[config.mk]
export PLATFORM = sky130hd
export DESIGN_NAME = stream_mux_arbiter_flat
export DESIGN_NICKNAME = d
export VERILOG_FILES = /design/src/rtl/stream_mux_arbiter_if.sv /design/src/rtl/stream_mux_arbiter.sv /design/src/flat_wrapper.sv
export SDC_FILE = /design/constraint.sdc
export NUM_CORES = 1
export LEC_CHECK = 0
export BUFFER_PORTS_ARGS = -buffer_cell sky130_fd_sc_hd__buf_4
export CAP_MARGIN = 0
export CORE_UTILIZATION = 32
export CTS_CLUSTER_DIAMETER = 40
export DETAILED_ROUTE_END_ITERATION = 10
export PLACE_DENSITY = 0.59
export REMOVE_ABC_BUFFERS = 1
export SKIP_CTS_REPAIR_TIMING = 1
export SYNTH_ARGS = -nofsm -noshare
export SYNTH_HDL_FRONTEND = slang
export SYNTH_SLANG_ARGS = --single-unit
export TNS_END_PERCENT = 1
[constraint.sdc]
create_clock -name clk -period 2.9 [get_ports clk]
set_clock_uncertainty 0.1 [all_clocks]
set_input_delay 0.435 -clock clk [delete_from_list [all_inputs] [get_ports clk]]
set_output_delay 0.435 -clock clk [all_outputs]
set_load 0.01 [all_outputs]
[src/rtl/stream_mux_arbiter_if.sv]
`default_nettype none
// ============================================================================
//  Module      : stream_mux_arbiter_if
//  Description : Stream bundle for the N:1 stream multiplexer. Carries the
//                selection controls, the per-channel input streams and the
//                single registered output stream.
//  Revision    : 1.0 - initial release
// ============================================================================
interface stream_mux_arbiter_if #(
  parameter int WIDTH    = 8,
  parameter int CHANNELS = 4,
  parameter int SEL_W    = 2
);
  logic                      mode;
  logic [SEL_W-1:0]          address;
  logic [CHANNELS*WIDTH-1:0] in_data;
  logic [CHANNELS-1:0]       in_valid;
  logic [CHANNELS-1:0]       in_ready;
  logic [WIDTH-1:0]          out_data;
  logic [SEL_W-1:0]          out_channel;
  logic                      out_valid;
  logic                      out_ready;

  // Multiplexer side: consumes the producer streams, drives the output stream
  modport slave (
    input  mode, address, in_data, in_valid, out_ready,
    output in_ready, out_data, out_channel, out_valid
  );

  // Environment side: producers, selection control and the consumer
  modport master (
    output mode, address, in_data, in_valid, out_ready,
    input  in_ready, out_data, out_channel, out_valid
  );
endinterface
`default_nettype wire

[src/rtl/stream_mux_arbiter.sv]
`default_nettype none
// ============================================================================
//  Module      : stream_mux_arbiter
//  Description : Registered N:1 valid/ready stream multiplexer. A channel is
//                chosen either by explicit address or by a round-robin
//                arbiter; the chosen word lands in a single output register
//                stage (1-cycle latency, 1 word/cycle throughput).
//  Revision    : 1.0 - initial release
// ============================================================================
module stream_mux_arbiter #(
  parameter int WIDTH    = 8,
  parameter int CHANNELS = 4,
  parameter int SEL_W    = 2
) (
  input  logic                clk,
  input  logic                reset_n,
  stream_mux_arbiter_if.slave bus
);

  // Address space covered by SEL_W; codes at or above CHANNELS never grant
  localparam int               c_SLOTS = 2 ** SEL_W;
  localparam logic [SEL_W:0]   c_CHANS = (SEL_W + 1)'(CHANNELS);
  localparam logic [SEL_W-1:0] c_LAST  = SEL_W'(CHANNELS - 1);

  // Output stage and round-robin pointer
  logic [WIDTH-1:0] out_data_q,    out_data_d;
  logic [SEL_W-1:0] out_channel_q, out_channel_d;
  logic             out_valid_q,   out_valid_d;
  logic [SEL_W-1:0] last_q,        last_d;

  // Combinational selection signals
  logic [c_SLOTS-1:0]  w_valid_pad;
  logic                w_load_en;
  logic                w_rr_found;
  logic [SEL_W-1:0]    w_rr_idx;
  logic [SEL_W:0]      w_sum;
  logic                w_grant_vld;
  logic [SEL_W-1:0]    w_grant_idx;
  logic [WIDTH-1:0]    w_sel_data;
  logic [CHANNELS-1:0] w_ready;

  // Valid vector widened to the full address space. The unused slots read as
  // zero, so an out-of-range address simply finds nothing valid.
  generate
    if (c_SLOTS > CHANNELS) begin : g_pad
      assign w_valid_pad = {{(c_SLOTS - CHANNELS){1'b0}}, bus.in_valid};
    end else begin : g_nopad
      assign w_valid_pad = bus.in_valid;
    end
  endgenerate

  // Round-robin search from last+1 with wrap. Walking from the farthest
  // candidate to the nearest lets the nearest valid channel win.
  always_comb begin
    w_rr_found = 1'b0;
    w_rr_idx   = '0;
    w_sum      = '0;
    for (int k = CHANNELS; k >= 1; k--) begin
      w_sum = {1'b0, last_q} + (SEL_W + 1)'(k);
      if (w_sum >= c_CHANS) begin
        w_sum = w_sum - c_CHANS;
      end
      if (w_valid_pad[w_sum[SEL_W-1:0]]) begin
        w_rr_found = 1'b1;
        w_rr_idx   = w_sum[SEL_W-1:0];
      end
    end
  end

  // Grant decision: only while the output slot is free or being drained
  always_comb begin
    w_load_en   = !out_valid_q || bus.out_ready;
    w_grant_vld = 1'b0;
    w_grant_idx = '0;
    if (w_load_en) begin
      if (!bus.mode) begin
        w_grant_vld = w_valid_pad[bus.address];
        w_grant_idx = bus.address;
      end else begin
        w_grant_vld = w_rr_found;
        w_grant_idx = w_rr_idx;
      end
    end
  end

  // One-hot ready to the granted producer (forced low during reset) and the
  // data word of the granted channel
  always_comb begin
    w_ready    = '0;
    w_sel_data = '0;
    for (int c = 0; c < CHANNELS; c++) begin
      w_ready[c] = reset_n && w_grant_vld && (w_grant_idx == SEL_W'(c));
      if (w_grant_idx == SEL_W'(c)) begin
        w_sel_data = bus.in_data[c*WIDTH +: WIDTH];
      end
    end
  end

  // Next-state: load on a grant (replacing any word being drained), clear
  // valid on a drain without replacement, otherwise hold
  always_comb begin
    out_data_d    = out_data_q;
    out_channel_d = out_channel_q;
    out_valid_d   = out_valid_q;
    last_d        = last_q;
    if (w_grant_vld) begin
      out_data_d    = w_sel_data;
      out_channel_d = w_grant_idx;
      out_valid_d   = 1'b1;
      last_d        = w_grant_idx;
    end else if (out_valid_q && bus.out_ready) begin
      out_valid_d   = 1'b0;
    end
  end

  // Output register stage and pointer; reset puts channel 0 first in line
  always_ff @(posedge clk or negedge reset_n) begin
    if (!reset_n) begin
      out_data_q    <= '0;
      out_channel_q <= '0;
      out_valid_q   <= 1'b0;
      last_q        <= c_LAST;
    end else begin
      out_data_q    <= out_data_d;
      out_channel_q <= out_channel_d;
      out_valid_q   <= out_valid_d;
      last_q        <= last_d;
    end
  end

  assign bus.in_ready    = w_ready;
  assign bus.out_data    = out_data_q;
  assign bus.out_channel = out_channel_q;
  assign bus.out_valid   = out_valid_q;

endmodule
`default_nettype wire
[src/flat_wrapper.sv]
// flat-port wrapper written by rule: the top's interface ports become plain ports
module stream_mux_arbiter_flat 
#(
  parameter int WIDTH    = 8,
  parameter int CHANNELS = 4,
  parameter int SEL_W    = 2
)
  (clk, reset_n, bus_mode, bus_address, bus_in_data, bus_in_valid, bus_out_ready, bus_in_ready, bus_out_data, bus_out_channel, bus_out_valid);
  stream_mux_arbiter_if #(.WIDTH(WIDTH), .CHANNELS(CHANNELS), .SEL_W(SEL_W)) bus_i ();
  input  logic clk;
  input  logic reset_n;
  input wire logic [$bits(bus_i.mode)-1:0] bus_mode;
  input wire logic [$bits(bus_i.address)-1:0] bus_address;
  input wire logic [$bits(bus_i.in_data)-1:0] bus_in_data;
  input wire logic [$bits(bus_i.in_valid)-1:0] bus_in_valid;
  input wire logic [$bits(bus_i.out_ready)-1:0] bus_out_ready;
  output wire logic [$bits(bus_i.in_ready)-1:0] bus_in_ready;
  output wire logic [$bits(bus_i.out_data)-1:0] bus_out_data;
  output wire logic [$bits(bus_i.out_channel)-1:0] bus_out_channel;
  output wire logic [$bits(bus_i.out_valid)-1:0] bus_out_valid;
  assign bus_i.mode = bus_mode;
  assign bus_i.address = bus_address;
  assign bus_i.in_data = bus_in_data;
  assign bus_i.in_valid = bus_in_valid;
  assign bus_i.out_ready = bus_out_ready;
  assign bus_in_ready = bus_i.in_ready;
  assign bus_out_data = bus_i.out_data;
  assign bus_out_channel = bus_i.out_channel;
  assign bus_out_valid = bus_i.out_valid;
  stream_mux_arbiter #(.WIDTH(WIDTH), .CHANNELS(CHANNELS), .SEL_W(SEL_W)) u_core (.clk(clk), .reset_n(reset_n), .bus(bus_i));
endmodule
======== Word level (Yosys, flattened, before mapping) ========
Cells that the tools add are included.
operators by class
  $add $sub $neg .......................... 8
  $lt $le $gt $ge ......................... 9
  equal/unequal tests ..................... 3
  multiplexer cells ....................... 32
  reductions and logical operators ........ 10
operators with widths
  operator                                                               count
  8-bit two-way mux                                                      4
  2-bit two-way mux                                                      10
  2-bit by 3-bit < comparator with 1-bit output, second input constant   5
  1-bit two-way mux                                                      13
  3-bit >= comparator, second input constant                             4
  1-bit binary-select mux with 2-bit select                              5
  2-bit by 1-bit subtractor with 2-bit output, second input constant     4
  2-bit by 2-bit adder with 3-bit output, second input constant          2
  1-bit logical AND                                                      6
  2-bit equality test, second input constant                             2
  2-bit by 1-bit adder with 3-bit output, second input constant          1
  2-bit by 3-bit adder with 3-bit output, second input constant          1
  2-bit by 1-bit equality test with 1-bit output, second input constant  1
  2-bit zero test                                                        1
  2-bit nonzero test                                                     1
  1-bit zero test                                                        1
  1-bit logical OR                                                       1
storage, ports and cells
  register bits ........................... 13
  input port bits ......................... 42
  output and inout bits ................... 15
  logic and storage cells ................. 66

======== Longest topological paths before layout ========
Gate-level depths: netlist of the first run.
  depth after elaboration ................. 16
  mapped depth ............................ 7
  depth with buffers taken out ............ 5

======== Least setup slack after synthesis of the first run ========
No wires, ideal clock.
  path type ............................... reg-to-output
  start point ............................. register u_core.last_q[1]
  end point ............................... output bus_in_ready[2]
  data arrival time ....................... 1,854 ps
  required time ........................... 2,365 ps
  slack ................................... 511 ps
  stages on the path, launching flop included .. 8
  buffers on the path ..................... 2
  cell sequence ........................... dfstp_2 mux2i_1 o221a_1 buf_6 a21o_1 clkbuf_1 nand3_1 nor3_1
between the ends
  cells in the longest elaborated chain, start to end .. 13
  elaborated cells between the ends (all ways) .. 39
  classes of those cells .................. add/sub (8); order compare (4); eq/ne (1); mux (24); reduce/logical (2)
ends and longest elaborated chain
  item                                                                                       RTL line                                            source
  start: declaration                                                                         stream_mux_arbiter.sv:29                            logic [SEL_W-1:0] last_q, last_d;
  start signal: assignment                                                                   stream_mux_arbiter.sv:122                           last_q <= c_LAST;
  start signal: assignment                                                                   stream_mux_arbiter.sv:127                           last_q <= last_d;
  2-bit by 3-bit adder with 3-bit output                                                     stream_mux_arbiter.sv:59                            w_sum = {1'b0, last_q} + (SEL_W + 1)'(k);
  3-bit >= comparator / 2-bit by 1-bit subtractor with 2-bit output (equally long branches)  stream_mux_arbiter.sv:60, stream_mux_arbiter.sv:61
  2-bit two-way mux                                                                          stream_mux_arbiter.sv:60                            if (w_sum >= c_CHANS) begin
  1-bit binary-select mux with 2-bit select                                                  stream_mux_arbiter.sv:63                            if (w_valid_pad[w_sum[SEL_W-1:0]]) begin
  1-bit two-way mux (not written as such)                                                    stream_mux_arbiter.sv:63
  2-bit two-way mux / 1-bit two-way mux (equally long branches) (4 in series)                stream_mux_arbiter.sv:63
  2-bit two-way mux / 1-bit two-way mux (equally long branches)                              stream_mux_arbiter.sv:76                            if (!bus.mode) begin
  2-bit two-way mux / 1-bit two-way mux (equally long branches)                              stream_mux_arbiter.sv:75                            if (w_load_en) begin
  2-bit equality test / 1-bit logical AND (equally long branches)                            stream_mux_arbiter.sv:92                            w_ready[c] = reset_n && w_grant_vld && (w_grant_idx == SEL_W'(c));
  1-bit logical AND *                                                                        stream_mux_arbiter.sv:92
  end: declaration                                                                           flat_wrapper.sv:17                                  output wire logic [$bits(bus_i.in_ready)-1:0] bus_in_ready;
Mark *: on every way between the ends. The rest lies on a longest branch, timed or not. The select of a mux whose other input is x is not followed.

======== Worst setup path after layout of the first run ========
Ends and elaborated chain as after synthesis.

==> metrics.cfg, run 1 <==
[die]
pin_count=57
core_sq_um=3360
num_rows=21
die_x_um=61.5
dieArea_sq_um=3780
initial_core_util=0.337
die_h_um=61.5

[sta]
worst_pin_slew_ns=0.598
hold_slack_ns=0.382
finalSetupTns_ns=0
final.period_utilization=0.930
finalSetupViolations=0
rsz0062_at_grt=no
hold_viol_final=0
max_freq_ghz=0.371
drv_slew=0
fin_crit_ns=2.70
slew_headroom=0.599

[run]
cap_violations=0

[place]
dp_hpwl_mm=2.64
place_inst=224
place.gp.congestion=0.836
io_buffers=56

[power_and_ir_drop]
totalPowerFinal_w=0.000712
peakVddDrop_v=0.000155
powerDensity_nw_per_um2=440
p_leak_nw=0.744

[layout]
insertedDiodeCount=0
nets=226
instances_no_fill=229
syn_to_final_growth_pct=42.8
drive_gt1_frac=0.426

[drt]
drc=0
ant_nets=0
drt_pre_antenna_iters=4
drt-vias-per-instance=5.28
vias=1210
wirelength_mm=3.30
initialDrtViolationCount=55
wl_per_cell_um=14.4

[clock_network]
root_buffer=clkbuf_4
cts_buffers=3
htreeDepth=1
clk_pin_slew_ns=0.08
clock-sinks=13
clkLatencyLatePin_ns=0.27
clockBufferDepth=2
cts_tree=built

[worst_setup_path]
start_kind=register
critPathKind=reg2out
cp-end-kind=output port
required_ns=2.37
crit_arrival_ns=2.16
crit_path_max_fanout=13

[global_route]
grt_pass1_wl_mm=5.26
grt_usage=0.191
grt_overflow=0
antenna_found_initial=0
grt_max_degree=18
grt_pass1_vias=1128

[synth]
ys_seq_area_frac=0.290
synth_ff_type=dfrtp_1
async_flop_share=1.00
synth_area_per_cell_sq_um=8.78
synth_warnings=0
syn_area_sq_um=1130
synth_edf_count=0
ys_ff_latch=13
synth.distinct_cells=36
synth_cells=129

[status]
status=finished clean

[hold_path]
hp-class=reg2reg

-- final timing paths --
check / from / to / slack [ns] / cells past startpoint
max in group asynchronous: reset_n / u_core.last_q[1] / 2.00 / 2
min: u_core.bus.out_channel[0] / u_core.bus.out_channel[0] / 0.38 / 2
min reg2reg: u_core.bus.out_channel[0] / u_core.bus.out_channel[0] / 0.38 / 2
min in group asynchronous: reset_n / u_core.bus.out_data[6] / 0.46 / 2
max reg2reg: u_core.last_q[1] / u_core.bus.out_data[6] / 0.62 / 6
max: u_core.last_q[1] / bus_in_ready[2] / 0.20 / 6
-- synth_stat cells, types with 2 or more instances --
cell,count,area [sq um]
nor2b_1,2,12.5
o21ai_1,2,10.0
a2111oi_2,6,90.1
a211oi_1,16,120
a21o_1,3,22.5
inv_1,17,63.8
buf_6,2,22.5
nand2_1,14,52.6
nor2_1,4,15.0
nor3_1,3,15.0
clkbuf_1,3,11.3
buf_2,6,30.0
nand2b_1,3,18.8
dfrtp_1,11,275
o31ai_1,8,60.1
dfstp_2,2,52.6
a221oi_1,8,70.1
-- flip-flops by register name, indices dropped and copies added, names as in the netlist --
signal and cells:
u_core.bus.out_data 8, u_core.bus.out_channel 2, u_core.last_q 2, u_core.bus.out_valid 1
-- layer usage --
metal | vias to the layer above | track usage | wire (um)
met5 | - | 0 | 0
li1 | 601 | - | -
met4 | 0 | 0.0921 | 27
met2 | 31 | 0.300 | 1720
met1 | 576 | 0.261 | 1410
met3 | 2 | 0.0210 | 147
-- through the flow --
step / util / instance area (sq um) / setup WS, ns
CTS: 0.478 / 1610 / 0.210
detailed placement: 0.470 / 1580 / 0.372
global route: 0.481 / 1620 / 0.0774
finish: 0.481 / 1620 / 0.203
floorplan: - / 1060 / 0.150
global placement: 0.470 / 1580 / 0.464
-- cells in the final DEF (no fill, tap or decap) --
| cell | Yosys | layout |
|---|---|---|
| dfrtp_1 | 11 | 11 |
| o41a_1 | 1 | 1 |
| dfstp_2 | 2 | 2 |
| a2111oi_4 | 1 | 1 |
| nor2b_1 | 2 | 2 |
| o31ai_1 | 8 | 8 |
| nand2_1 | 14 | 14 |
| o221a_1 | 1 | 1 |
| o31ai_2 | 1 | 1 |
| mux2i_1 | 1 | 1 |
| nor4_1 | 1 | 1 |
| buf_4 | 1 | 62 |
| o21ai_1 | 2 | 2 |
| a22oi_1 | 1 | 1 |
| a221oi_1 | 8 | 8 |
| nor2_1 | 4 | 4 |
| or3b_1 | 1 | 1 |
| nor3_1 | 3 | 3 |
| a21oi_1 | 1 | 1 |
| a21o_1 | 3 | 3 |
| a2111oi_2 | 6 | 6 |
| or2_1 | 1 | 1 |
| nand3_1 | 1 | 1 |
| clkbuf_4 | 0 | 3 |
| o21ai_0 | 1 | 1 |
| inv_1 | 17 | 17 |
| mux4_2 | 1 | 1 |
| o32a_1 | 1 | 1 |
| o31a_2 | 1 | 1 |
| clkbuf_1 | 3 | 1 |
| dlygate4sd3_1 | 0 | 1 |
| o221a_2 | 1 | 1 |
| a211oi_1 | 16 | 16 |
| a2111oi_0 | 1 | 1 |
| nand2b_1 | 3 | 3 |
-- power by group --
part           leakage (nW)  switching, W  internal, W
Sequential            0.155     0.0000299     0.000227
Clock                0.0150     0.0000597    0.0000533
Combinational         0.574      0.000176     0.000167
Total                 0.744      0.000265     0.000447
-- critical path, cell delays in order (launching register included) --
cell,delay (ns)
dfstp_2,0.61
mux2i_1,0.20
o221a_1,0.22
a21o_1,0.38
nand3_1,0.15
nor3_1,0.16
buf_4,0.15
-- area by class of cell --
class                      count  area, sq um
clock buffer                   4         26.3
fill                         367         1750
inverter                      17         63.8
multi-input combinational     86          666
sequential                    13          328
tap                           46         57.6
timing repair buffer          63          475
-- logic make-up after synthesis --
logic type | after synthesis | share of synthesized area
AOI/OAI and AO/OA | 54 | 0.435
and+or+nand+nor | 30 | 0.124
buffers and inverters | 30 | 0.123
DFF | 13 | 0.289
muxes | 2 | 0.0287
(Power assumes the default switching activity.)
==> inputs of run 2 (changes only) <==
ABC_AREA = 1   (was default)
PLACE_DENSITY = 0.57   (was 0.59)
==> metrics.cfg, run 2 <==
[clock_network]
root_buffer=clkbuf_8  ; was clkbuf_4
cts_buffers=3  ; unchanged
clk_pin_slew_ns=0.06  ; was 0.08 ns
clock-sinks=13  ; unchanged
clockBufferDepth=2  ; unchanged
htreeDepth=1  ; unchanged
clkLatencyLatePin_ns=0.24  ; was 0.27 ns
cts_tree=built  ; unchanged

[worst_setup_path]
start_kind=register  ; unchanged
r2r_cells=16  ; was 6
crit_path_max_fanout=12  ; was 13
critPathKind=reg2out  ; unchanged
required_ns=2.37  ; about the same
worst_path_max_delay_cell=dfstp_2  ; unchanged
critPathMostFrequentCell=nand2_1
cp-end-kind=output port  ; unchanged
rr_startpoint=u_core.last_q[0]  ; was u_core.last_q[1]
worstPathCellList=inv_8 -> nand2_4 -> nand2_2 -> and2_4 -> nand2_1 -> nand3_2 -> inv_1 -> nand2_1 -> nor3_1 -> buf_4  ; was mux2i_1 -> o221a_1 -> a21o_1 -> nand3_1 -> nor3_1 -> buf_4
critical_path.max_stage_delay_ns=0.65  ; was 0.61 ns
ff2ff_setup_slack_ns=0.72  ; was 0.62 ns
crit_arrival_ns=2.14  ; was 2.16 ns
worst_r2r_endpoint=u_core.bus.out_data[2]  ; was u_core.bus.out_data[6]

[synth]
synth_ff_type=dfrtp_1  ; unchanged
netlist.area_leader.share=0.224  ; was 0.243
synth_warnings=0  ; unchanged
ys_ff_latch=13  ; unchanged
ys_seq_area_frac=0.267  ; was 0.290
synth_edf_count=0  ; unchanged
async_flop_share=1.00  ; unchanged
synth_cells=182  ; was 129
synth_most_common_cell=nand2_1  ; was inv_1
synth.distinct_cells=26  ; was 36
yosys.area.top_type=dfrtp_1  ; unchanged
post_synth_main_area_contributors=dfrtp_1 (22%), nand2_1 (16%), nand3_1 (9.8%)  ; was dfrtp_1 (24%), a211oi_1 (11%), a2111oi_2 (8.0%)
synth_area_per_cell_sq_um=6.75  ; was 8.78 sq um
syn_area_sq_um=1230  ; was 1130 sq um
yosys-top-cells-count=nand2_1 (53), nand3_1 (24), nor2_1 (17), inv_1 (13), nand2_2 (12)  ; was inv_1 (17), a211oi_1 (16), nand2_1 (14), dfrtp_1 (11)

[drt]
initialDrtViolationCount=23  ; was 55
drc=0  ; unchanged
wirelength_mm=3.05  ; was 3.30 mm
drt_pre_antenna_iters=4  ; unchanged
vias=1270  ; was 1,210
ant_nets=0  ; unchanged
drt-vias-per-instance=4.41  ; was 5.28
wl_per_cell_um=10.6  ; was 14.4 um

[layout]
largest_register_ffs=8  ; unchanged
nets=283  ; was 226
drive_gt1_frac=0.429  ; was 0.426
layout_common_cells=buf_4 (60), nand2_1 (53), nand3_1 (24), nor2_1 (17), inv_1 (13)  ; was buf_4 (62), inv_1 (17), a211oi_1 (16), nand2_1 (14), dfrtp_1 (11)
fillCellCount=382  ; was 367
insertedDiodeCount=0  ; unchanged
final_common_cell=buf_4  ; unchanged
syn_to_final_growth_pct=39.4  ; was 42.8%

[global_route]
gr-usage-met3=0.0339  ; was 0.0210
antenna_found_initial=0  ; unchanged
busiest_layer=met2  ; unchanged
grt_util_met1=0.214  ; was 0.261
gr-usage-met2=0.279  ; was 0.300
grt_pass1_wl_mm=5.36  ; was 5.26 mm
grt_usage=0.165  ; was 0.191
grt_max_degree=20  ; was 18
grt_pass1_vias=1211  ; was 1,128
grt_overflow=0  ; unchanged

[hold_path]
worstHoldStart=u_core.bus.out_channel[1]  ; was u_core.bus.out_channel[0]
hold_end=u_core.bus.out_channel[1]  ; was u_core.bus.out_channel[0]
hp-class=reg2reg  ; unchanged
hold_depth=2  ; unchanged

[status]
status=finished clean  ; unchanged

[die]
num_rows=22  ; was 21
initial_core_util=0.336  ; was 0.337
die_h_um=64.0  ; was 61.5 um
die_x_um=64.0  ; was 61.5 um
core_sq_um=3660  ; was 3360 sq um
pin_count=57  ; unchanged
dieArea_sq_um=4090  ; was 3780 sq um

[sta]
finalSetupViolations=0  ; unchanged
finalSetupTns_ns=0  ; unchanged
final.period_utilization=0.923  ; was 0.930
max_freq_ghz=0.374  ; was 0.371 GHz
slew_headroom=0.714  ; was 0.599
hold_viol_final=0  ; unchanged
hold_slack_ns=0.386  ; was 0.382 ns
fin_crit_ns=2.68  ; was 2.70 ns
rsz0062_at_grt=no  ; unchanged
worst_pin_slew_ns=0.424  ; was 0.598 ns
fin_ws_ns=0.225  ; was 0.203 ns
drv_slew=0  ; unchanged

[place]
dp_hpwl_mm=2.51  ; was 2.64 mm
place.gp.congestion=0.876  ; was 0.836
io_buffers=56  ; unchanged
place_ws_ns=0.479  ; was 0.372 ns

[power_and_ir_drop]
totalPowerFinal_w=0.00143  ; was 0.000712 W
peakVddDrop_v=0.000282  ; was 0.000155 V
powerDensity_nw_per_um2=833  ; was 440 nW/um^2
p_leak_nw=0.927  ; was 0.744 nW

[run]
cap_violations=0  ; unchanged

-- run 2: cell count changes after synthesis, moves of 5 or more --
cell	previous run	this run
nand2_1	14	53
nand3_1	1	24
a211oi_1	16	0
nor2_1	4	17
nand2_2	0	12
a221oi_1	8	0
o31ai_1	8	0
a2111oi_2	6	0
buf_2	6	1
nand3_2	0	5
-- run 2: how the worst max path moves through the flow --
stage | startpoint | endpoint | slack, ns
after global routing | u_core.last_q[0] | bus_in_ready[2] | 0.03
after CTS | u_core.last_q[0] | bus_in_ready[0] | 0.20
after floorplan | u_core.last_q[0] | bus_in_ready[0] | 0.48
final | u_core.last_q[0] | bus_in_ready[0] | 0.22
after global placement | u_core.last_q[0] | bus_in_ready[2] | 0.50
after detailed placement | u_core.last_q[0] | bus_in_ready[0] | 0.48
-- run 2: logic make-up after synthesis --
group / share of synthesized area
DFF: 0.267
buffers and inverters: 0.130
and+or+nand+nor: 0.548
AOI/OAI and AO/OA: 0.0550
-- run 2: layout make-up --
| cell class | count | area (sq um) | area share |
|---|---|---|---|
| Tap cell | 48 | 60.1 | 0.0351 |
| Inverter | 19 | 78.8 | 0.0460 |
| Multi-Input combinational cell | 143 | 741 | 0.432 |
| Timing Repair Buffer | 61 | 460 | 0.269 |
| Sequential cell | 13 | 328 | 0.191 |
| Clock buffer | 4 | 45.0 | 0.0263 |
-- run 2: routing by layer --
metal / vias to the layer above / share of wire
met5: - / 0
met2: 23 / 0.49
met4: 0 / 0.0026
li1: 693 / -
met3: 2 / 0.046
met1: 552 / 0.46
-- run 2: where the power goes --
part	leakage, nW	switching [W]	total, W	internal (W)
clock network	0.0228	0.0000663	0.000163	0.0000970
logic	0.753	0.000535	0.000925	0.000390
registers	0.152	0.0000646	0.000339	0.000275
total	0.927	0.000666	0.00143	0.000761
-- run 2: critical path, delay by kind of cell (launching register included) --
kind,cells,cell delay [ns]
buffers and inverters,3,0.36
AND/OR/NAND/NOR,7,0.90
flip-flops,1,0.65
-- run 2: stage by stage --
stage / cells / util / instance area (sq um)
CTS: 287 / 0.465 / 1700
detailed placement: 283 / 0.453 / 1660
global route: 288 / 0.468 / 1710
finish: 288 / 0.468 / 1710
floorplan: 175 / - / 1150
global placement: 283 / 0.453 / 1660
==> inputs of run 3 (changes only) <==
CORE_UTILIZATION = 44   (was 32)
PLACE_DENSITY = 0.75   (was 0.57)
==> metrics.cfg, run 3 (synthesis gave the netlist of run 2 again) <==
[status]
status=finished clean  ; unchanged

[die]
die_h_um=54.8  ; was 64.0 um
num_rows=18  ; was 22
die_x_um=54.8  ; was 64.0 um
core_sq_um=2570  ; was 3660 sq um
initial_core_util=0.479  ; was 0.336
pin_count=57  ; unchanged
dieArea_sq_um=3010  ; was 4090 sq um

[worst_setup_path]
required_ns=2.37  ; about the same
crit_path_max_fanout=12  ; unchanged
cp-end-kind=output port  ; unchanged
ff2ff_setup_slack_ns=0.72  ; about the same
start_kind=register  ; unchanged
crit_arrival_ns=2.23  ; was 2.14 ns
worst_r2r_endpoint=u_core.bus.out_data[4]  ; was u_core.bus.out_data[2]
r2r_cells=15  ; was 16
rr_startpoint=u_core.last_q[0]  ; unchanged
critPathKind=reg2out  ; unchanged

[power_and_ir_drop]
p_leak_nw=0.925  ; was 0.927 nW
totalPowerFinal_w=0.00141  ; was 0.00143 W
peakVddDrop_v=0.000571  ; was 0.000282 V
powerDensity_nw_per_um2=838  ; was 833 nW/um^2

[hold_path]
worstHoldStart=bus_in_data[30]  ; was u_core.bus.out_channel[1]
hp-class=in2reg  ; was reg2reg
hold_end=u_core.bus.out_data[6]  ; was u_core.bus.out_channel[1]
hold_depth=5  ; was 2

[drt]
vias=1350  ; was 1,270
wl_per_cell_um=11.5  ; was 10.6 um
ant_nets=0  ; unchanged
wirelength_mm=3.13  ; was 3.05 mm
initialDrtViolationCount=28  ; was 23
drc=0  ; unchanged
drt_pre_antenna_iters=4  ; unchanged
drt-vias-per-instance=4.98  ; was 4.41

[layout]
largest_register_ffs=8  ; unchanged
insertedDiodeCount=0  ; unchanged
drive_gt1_frac=0.436  ; was 0.429
layout_common_cells=buf_4 (61), nand2_1 (53), nand3_1 (24), nor2_1 (17), inv_1 (13)  ; was buf_4 (60), nand2_1 (53), nand3_1 (24), nor2_1 (17), inv_1 (13)
syn_to_final_growth_pct=37.1  ; was 39.4%
nets=284  ; was 283
final_common_cell=buf_4  ; unchanged

[global_route]
grt_max_degree=20  ; unchanged
grt_pass1_vias=1183  ; was 1,211
antenna_found_initial=0  ; unchanged
grt_overflow=0  ; unchanged
grt_pass1_wl_mm=5.03  ; was 5.36 mm
grt_usage=0.235  ; was 0.165

[clock_network]
htreeDepth=1  ; unchanged
clkLatencyLatePin_ns=0.29  ; was 0.24 ns
clockBufferDepth=2  ; unchanged
clk_pin_slew_ns=0.10  ; was 0.06 ns
root_buffer=clkbuf_4  ; was clkbuf_8
cts_tree=built  ; unchanged
clock-sinks=13  ; unchanged
cts_buffers=3  ; unchanged

[sta]
worst_pin_slew_ns=0.413  ; was 0.424 ns
hold_viol_final=0  ; unchanged
slew_headroom=0.722  ; was 0.714
fin_crit_ns=2.76  ; was 2.68 ns
max_freq_ghz=0.362  ; was 0.374 GHz
finalSetupTns_ns=0  ; unchanged
drv_slew=0  ; unchanged
finalSetupViolations=0  ; unchanged
final.period_utilization=0.953  ; was 0.923
rsz0062_at_grt=no  ; unchanged

[place]
place.gp.congestion=0.906  ; was 0.876
dp_hpwl_mm=2.49  ; was 2.51 mm
io_buffers=56  ; unchanged

[run]
cap_violations=0  ; unchanged

[run 3: power breakdown]
part           total [W]  switching, W  internal [W]
Clock           0.000124     0.0000702     0.0000534
Combinational   0.000948      0.000550      0.000397
Sequential      0.000341     0.0000669      0.000274
[run 3: how the worst max path moves through the flow]
stage                startpoint         endpoint  slack (ns)  cells past startpoint
4_1_cts        u_core.last_q[0]  bus_in_ready[2]        0.13                     10
3_5_place_dp   u_core.last_q[0]  bus_in_ready[2]        0.47                     10
2_1_floorplan  u_core.last_q[0]  bus_in_ready[0]        0.48                      9
5_1_grt        u_core.last_q[0]  bus_in_ready[3]        0.02                     13
6_report       u_core.last_q[0]  bus_in_ready[0]        0.14                     10
3_3_place_gp   u_core.last_q[0]  bus_in_ready[1]        0.53                     10
[run 3: metal layers]
layer	vias to the layer above	track usage	routed length, um
li1	696	-	-
met1	612	0.293	1380
met2	38	0.408	1560
met3	4	0.0444	152
met4	0	0.0641	29
met5	-	0	0
[run 3: through the flow]
step                 util  cells  cell area (sq um)  hold slack [ns]  worst slack, ns
floorplan               -    175               1150           0.0394            0.483
global placement    0.637    265               1640            0.199            0.530
detailed placement  0.637    265               1640            0.204            0.471
CTS                 0.647    269               1660           -0.112            0.133
global route        0.656    271               1680            0.371           0.0189
finish              0.656    271               1680            0.362            0.136
[run 3: area by class of cell]
class / instances / area, sq um
Multi-Input combinational cell: 143 / 746
Fill cell: 234 / 883
Clock buffer: 4 / 26.3
Sequential cell: 13 / 328
Tap cell: 30 / 37.5
Timing Repair Buffer: 62 / 468
Inverter: 19 / 78.8
[run 3: worst max-delay path, cell delays in order, from the launching register on]
cell and delay, ns:
dfstp_2 0.66, inv_8 0.08, nand2_4 0.08, nand2_2 0.05, and2_4 0.14, nand2_1 0.07, nand3_2 0.22, inv_1 0.15
nand2_1 0.12, nor3_1 0.22, buf_4 0.15
